**src/rtl/arbiter_rr_param.sv**
```systemverilog
// Round-robin output-port arbiter with RTS/DCTS flow control and a bounded-burst
// fairness limit; one instance per router output port.
module arbiter_rr_param #(
  parameter  int NUM_PORTS = 5,
  parameter  int MAX_HOLD  = 8,
  localparam int HCW       = (MAX_HOLD > 0) ? $clog2(MAX_HOLD + 1) : 1,
  localparam int IW        = $clog2(NUM_PORTS)
) (
  input  logic                 clk,
  input  logic                 rst,
  input  logic [NUM_PORTS-1:0] req,
  input  logic                 dcts,
  output logic [NUM_PORTS-1:0] grant,
  output logic [NUM_PORTS-1:0] xbar_sel,
  output logic                 rts,
  output logic                 busy,
  output logic                 dbg_state_o,
  output logic [IW-1:0]        dbg_cur_o,
  output logic [HCW-1:0]       dbg_hold_o
);

  // Handshake: rts is offered by this block and held until taken; a transfer
  // occurs on every rising edge where rts && dcts, after which rts drops for one
  // turnaround cycle. While rts && !dcts, all arbitration state is frozen.

  typedef enum logic {
    ST_IDLE  = 1'b0,
    ST_SERVE = 1'b1
  } state_e;

  localparam logic [HCW-1:0] HOLD_LAST = (MAX_HOLD > 0) ? HCW'(MAX_HOLD - 1) : '0;

  state_e         st_q, st_d;
  logic [IW-1:0]  cur_q, cur_d;
  logic           rts_q, rts_d;
  logic [HCW-1:0] hold_q, hold_d;

  logic           xfer;
  logic           upd;
  logic           hold_ok;
  logic           low_found;
  logic [IW-1:0]  low_idx;
  logic           rr_found;
  logic [IW-1:0]  rr_idx;
  logic [IW-1:0]  scan_j;

  assign xfer = rts_q & dcts;
  assign upd  = ~(rts_q & ~dcts);

  // low_* picks the lowest requester; rr_* the first requester after cur_q,
  // excluding cur_q itself (iterating downward leaves the nearest one).
  always_comb begin
    low_found = 1'b0;
    low_idx   = '0;
    for (int i = NUM_PORTS - 1; i >= 0; i--) begin
      if (req[IW'(i)]) begin
        low_found = 1'b1;
        low_idx   = IW'(i);
      end
    end
    rr_found = 1'b0;
    rr_idx   = cur_q;
    scan_j   = '0;
    for (int i = NUM_PORTS - 1; i >= 1; i--) begin
      scan_j = IW'((int'(cur_q) + i) % NUM_PORTS);
      if (req[scan_j]) begin
        rr_found = 1'b1;
        rr_idx   = scan_j;
      end
    end
  end

  // The burst limit is enforced on the transfer edge, so the current owner keeps
  // the port through its turnaround cycle and completes exactly MAX_HOLD transfers.
  assign hold_ok = (MAX_HOLD == 0) || !xfer || (hold_q < HOLD_LAST);

  always_comb begin
    st_d  = st_q;
    cur_d = cur_q;
    unique case (st_q)
      ST_IDLE: begin
        if (low_found) begin
          st_d  = ST_SERVE;
          cur_d = low_idx;
        end
      end
      ST_SERVE: begin
        if (req[cur_q] && hold_ok) begin
          cur_d = cur_q;
        end else if (rr_found) begin
          cur_d = rr_idx;
        end else if (!req[cur_q]) begin
          st_d = ST_IDLE;
        end
      end
      default: st_d = ST_IDLE;
    endcase
  end

  always_comb begin
    rts_d = 1'b1;
    if (st_q == ST_IDLE || xfer) begin
      rts_d = 1'b0;
    end
  end

  always_comb begin
    hold_d = hold_q;
    if (upd) begin
      if (xfer) begin
        if (st_d == ST_SERVE && cur_d == cur_q) begin
          hold_d = (hold_q >= HOLD_LAST) ? hold_q : hold_q + HCW'(1);
        end else begin
          hold_d = '0;
        end
      end else if (st_d != st_q || cur_d != cur_q) begin
        hold_d = '0;
      end
    end
  end

  always_ff @(posedge clk or negedge rst) begin
    if (!rst) begin
      st_q   <= ST_IDLE;
      cur_q  <= '0;
      rts_q  <= 1'b0;
      hold_q <= '0;
    end else begin
      rts_q <= rts_d;
      if (upd) begin
        st_q   <= st_d;
        cur_q  <= cur_d;
        hold_q <= hold_d;
      end
    end
  end

  always_comb begin
    xbar_sel = '0;
    if (st_q == ST_SERVE) begin
      xbar_sel[cur_q] = 1'b1;
    end
  end

  assign grant       = xbar_sel & {NUM_PORTS{xfer}};
  assign rts         = rts_q;
  assign busy        = (st_q == ST_SERVE);
  assign dbg_state_o = st_q;
  assign dbg_cur_o   = cur_q;
  assign dbg_hold_o  = hold_q;

  a_grant_onehot : assert property (@(posedge clk) disable iff (!rst) $onehot0(grant));
  a_no_idle_grant : assert property (@(posedge clk) disable iff (!rst) !busy |-> grant == '0);
  a_stall_freeze : assert property (@(posedge clk) disable iff (!rst)
    (rts_q && !dcts) |=> (rts_q && $stable(cur_q) && $stable(st_q) && $stable(hold_q)));

endmodule

```
**config.mk**
```make
export PLATFORM = sky130hd
export DESIGN_NAME = arbiter_rr_param
export DESIGN_NICKNAME = d
export VERILOG_FILES = /design/src/rtl/arbiter_rr_param.sv
export SDC_FILE = /design/constraint.sdc
export NUM_CORES = 1
export LEC_CHECK = 0
export ABC_AREA = 1
export CORE_MARGIN = 1
export CORE_UTILIZATION = 50
export CTS_BUF_LIST = sky130_fd_sc_hd__clkbuf_8
export DETAILED_ROUTE_END_ITERATION = 16
export HOLD_SLACK_MARGIN = 0.08
export PLACE_DENSITY = 0.82
export SLEW_MARGIN = 20
export SYNTH_ARGS = -nofsm -noshare
export SYNTH_HDL_FRONTEND = slang
export SYNTH_SLANG_ARGS = --single-unit
```
**constraint.sdc**
```tcl
create_clock -name clk -period 4.92 [get_ports clk]
set_clock_uncertainty 0.2 [all_clocks]
set_input_delay 0.984 -clock clk [delete_from_list [all_inputs] [get_ports clk]]
set_output_delay 0.984 -clock clk [all_outputs]
set_load 0.01 [all_outputs]
```
# Yosys cells after proc, flatten, opt, wreduce, memory -nomap -nowiden
# Cells that the tools add are included.
# word_totals
register_bits	9
in_bits	8
out_inout_bits	20
elab_cells	83
# classes
add_sub_neg	5
div	4
n_lt_le_gt_ge	8
n_eq_ne	4
mux	43
n_bitwise	6
n_reduce_logical	9
# op_table
cell	n
modulo 32 x 4 -> 32 bit (second input constant)	4
2-to-1 mux 3 bit	11
< comparator 3 x 4 -> 1 bit (second input constant)	5
2-to-1 mux 1 bit	19
2-to-1 mux 4 bit	4
binary-select mux 1 bit (select 3 bit)	5
adder 3 x 2 -> 4 bit (second input constant)	2
one-hot mux 3 bit (2 select lines)	1
bitwise AND 5 bit	1
2-to-1 mux 5 bit	1
adder 3 x 1 -> 4 bit (second input constant)	1
adder 3 x 3 -> 4 bit (second input constant)	1
adder 4 x 1 -> 4 bit (second input constant)	1
>= comparator 4 x 3 -> 1 bit (second input constant)	1
< comparator 4 x 3 -> 1 bit (second input constant)	1
demux 1 bit (select 3 bit)	1
== test 3 bit	1
>= comparator 3 x 1 -> 1 bit (second input constant)	1
logical AND 1 bit	3
logical OR 1 bit	3
!= test 3 bit	1
!= test 3 bit (second input constant)	1
inverter 1 bit	3
AND reduction 3 bit	1
5 further kinds	6

# Depth between registers and ports, before layout
# depth
word_depth	15
ltp_mapped	35
mapped_depth_nobuf	35

# Least setup slack after synthesis
# Ideal clock, no wire load.
# synth_timing
path_type	flip-flop to flip-flop
from	reg cur_q[0], in the netlist dbg_cur_o[0]
to	reg hold_q[0], in the netlist dbg_hold_o[0]
setup_time_ns	0.116
t_arrival_ns	3.651
required_ns	4.604
slack_ns	0.953
stages_incl_launch_ff	33
period_less_slack_ns	3.967
path_cell_list	dfrtp_1 buf_6 inv_1 buf_2 ha_1 inv_2 ha_1 inv_1 ha_1 nor2_1 nand2_1 nand2_1 nand2_2 nand2_2 nand3_1 nand3_2 nand2_1 nand2_1 nand3_1 nor2_2 nand3_2 nand2_4 nand2_1 nand2_1 nand2_1 nand2_1 nand2_2 nor2_4 nand3_1 nor2_2 nor2_2 nand2_1 nand2_1
# synth_between
elab_chain_len	15
# synth_rtl
item	line	rtl
from (decl)	34	logic [IW-1:0] cur_q, cur_d;
from (signal assigned)	132	cur_q <= cur_d;
adder 3 x 3 -> 4 bit	65	scan_j = IW'((int'(cur_q) + i) % NUM_PORTS);
modulo 32 x 4 -> 32 bit	65	
binary-select mux 1 bit (select 3 bit)	66	if (req[scan_j]) begin
2-to-1 mux 1 bit (not written as such)	66	
2-to-1 mux 3 bit / 2-to-1 mux 1 bit (equally long branches) (4 in a row)	66	
2-to-1 mux 3 bit / 2-to-1 mux 1 bit (equally long branches)	90	end else if (rr_found) begin
2-to-1 mux 3 bit / 2-to-1 mux 1 bit (equally long branches)	88	if (req[cur_q] && hold_ok) begin
one-hot mux 3 bit (2 select lines) / one-hot mux 1 bit (2 select lines) (equally long branches)	80	unique case (st_q)
== test 3 bit (tied with other cells)	111	if (st_d == ST_SERVE && cur_d == cur_q) begin
logical AND 1 bit / logical OR 1 bit (equally long branches)	111, 116	
!= test 3 bit (no source line) (tied with other cells)	n/a	
AND reduction 3 bit (no source line) / 2-to-1 mux 4 bit (equally long branches)	n/a	
to (signal assigned)	133	hold_q <= hold_d;
to (decl)	36	logic [HCW-1:0] hold_q, hold_d;
# Parallel ways exist; a longest one is shown, timed or not. The select of a mux whose other input is x is not followed.
# A chain may end at the register's enable or synchronous reset.

# Final worst setup path
# layout_timing
from	reg cur_q[1], in the netlist dbg_cur_o[1]
to	reg hold_q[1], in the netlist dbg_hold_o[1]
# Same word-level chain as after synthesis.

==> impl_metrics.tcl <==
set metrics [dict create \
    status "finished clean" \
    drt-met1-wl_mm 2.53 \
    yosys-top-cells-count "nand2_1, inv_1, nand3_1" \
    numCtsBuffers 3 \
    criticalPathCategory "reg -> reg" \
    fmax_mhz 237 \
    wl_met3_um 332 \
    slowest_delay_ns 0.57 \
    cp.arrival_ns 4.15 \
    drt-pass1-iter-count 4 \
    wl_met2_mm 2.33 \
    die_w_um 66.4 \
    placed_area_um2 2370 \
    synth_nets 370 \
    setup_tns_ns 0 \
    clock_sinks 9 \
    htreeDepth 1 \
    min_path_type "reg -> reg" \
    worstPathRequired_ns 4.85 \
    clk_pin_slew_ns 0.05 \
    cap_violations 0 \
    fin_crit_ns 4.23 \
    synthArstFlopShare 1.00 \
    dieArea_um2 4410 \
    antenna_found_initial 0 \
    root_buffer "clkbuf_8" \
    wirelength_mm 5.20 \
    drv_slew 0 \
    die_y_um 66.4 \
    yosysWarnings 0 \
    synth-main-ff-cell "dfrtp_1" \
    tritoncts "built" \
    core_area_um2 4000 \
    cp_max_fo 19 \
    worst_setup_path_start_kind "register" \
    grt_max_degree 20 \
    ant_nets 0 \
    synth_cell_types 36 \
    ys_seq_area_frac 0.109 \
    post-synth-top-count-cell "nand2_1" \
    place.gp.congestion 0.915 \
    via_per_inst 5.24 \
    synth_seq_cells 9 \
    top_layer "met4" \
    syn_area_per_cell_um2 6.04 \
    synth_area_leader_cell "nand2_1" \
    grt_pass1_vias 2031 \
    max_slew_margin 0.660 \
    synth_top_area_share 0.185 \
    layout-drive-gt1-share 0.176 \
    worst_pin_slew_ns 0.509 \
    grtUsageTotal 0.259 \
    clk_latency_ns 0.23 \
    synthTopCellsByArea "nand2_1, ha_1, dfrtp_1, nand3_1, inv_1" \
    numPortBuffers 27 \
    ioPinCount 28 \
    endpoint_kind "register" \
    critPathMostFrequentCell "nand2_1" \
    nets 397 \
    synth_edf_count 0 \
    hold_violations 0 \
    finalCritPeriodShare 0.859 \
    cp_slowest_cell "dfrtp_2" \
    synth_area_um2 2070 \
    start_util 0.518 \
    grt_pass1_wl_mm 8.96 \
    clock_path_buffers 2 \
    rows 23 \
    design_area_um2 2420 \
    antenna_cells 0 \
    route.vias.total 2197 \
    drc_errors 0 \
    setup_viol 0 \
    wl_per_cell_um 12.4 \
    areaGrowthSynthToFinish_pct 16.7 \
    drt_iter0_drc 183 \
    grt-ovfl-total 0 \
    dp_hpwl_mm 4.13 \
    syn_inst 343 \
    cts_setup_buffers 0 \
    rsz0062_at_grt "false" \
]
## registers in the layout, indices dropped and copies added, names as in the netlist
| register | flops |
|---|---|
| dbg_hold_o | 4 |
| rts | 1 |
| dbg_cur_o | 3 |
| busy | 1 |
## area by class of cell
type	count	area, um2
Clock buffer	3	41.3
Fill cell	391	1580
Tap cell	50	62.6
Multi-Input combinational cell	277	1610
Inverter	50	190
Sequential cell	9	226
Clock inverter	1	3.75
Timing Repair Buffer	29	285
## worst paths after layout
path | depth (start not counted) | slack [ns] | startpoint | to
setup / recovery | 30 | 0.69 | dbg_cur_o[1] | dbg_hold_o[1]
hold / removal | 2 | 0.34 | dbg_hold_o[1] | dbg_hold_o[1]
setup reg to reg | 30 | 0.69 | dbg_cur_o[1] | dbg_hold_o[1]
hold reg to reg | 2 | 0.34 | dbg_hold_o[1] | dbg_hold_o[1]
max in group asynchronous | 1 | 3.36 | rst | dbg_cur_o[1]
min in group asynchronous | 1 | 0.84 | rst | dbg_hold_o[1]
## kinds of logic after synthesis
family,after synthesis,synth area share
AO/OA/AOI/OAI,36,0.108
XOR/XNOR,6,0.0290
adder cells (fa/ha/maj),19,0.115
buffers and inverters,57,0.115
flip-flops,9,0.109
AND/OR/NAND/NOR,216,0.525
## layer usage
layer	track usage	up-vias
met5	0	-
met4	0.0452	0
met3	0.0293	2
met2	0.423	61
met1	0.366	976
li1	-	1158
## critical path, delay by kind of cell, from the launching register on
kind | cells | cell delay, ns
DFF | 1 | 0.57
buffers and inverters | 4 | 0.40
adders and majority gates | 3 | 0.95
and+or+nand+nor | 22 | 1.94
AOI/OAI and AO/OA | 1 | 0.06
## metrics by stage
stage	cells	utilization	worst slack (ns)	hold WS (ns)
2_1_floorplan	343	-	0.953	0.355
3_3_place_gp	415	0.593	0.671	0.323
3_5_place_dp	415	0.593	0.500	0.324
4_1_cts	419	0.605	0.477	0.338
5_1_grt	419	0.605	0.221	0.386
6_report	419	0.605	0.694	0.342
## cells in the final DEF, fill, tap and decap left out, types with 2 or more instances in the layout
cell type        synthesis  final
ha_1                    19     19
a21oi_2                  2      2
nand2_4                  4      4
o21ai_1                  6      6
dfrtp_1                  9      8
nor2_1                  23     23
xor2_1                   3      3
nand2_1                102    102
clkbuf_8                 0      3
nand3_1                 33     33
nand4_1                  5      5
xnor2_1                  2      2
inv_1                   39     40
a21oi_1                 10     10
nand4_2                  2      2
o21ai_0                 12     12
inv_2                   10     10
nand3_2                  8      8
nor3_1                   6      6
clkdlybuf4s50_1          0     27
nor4_1                   5      5
buf_4                    1      2
a21oi_4                  2      2
nand2_2                 17     17
o21ai_2                  2      2
nor2_2                   6      6
## what timing repair did
item | CTS | global route
gates resized for setup | 0 | 1
hold buffers | 0 | 0
endpoints found under the setup margin | 0 | 4
Power is not shown: default switching activity piles up to over one toggle a cycle in this logic, so the estimate is an artifact.
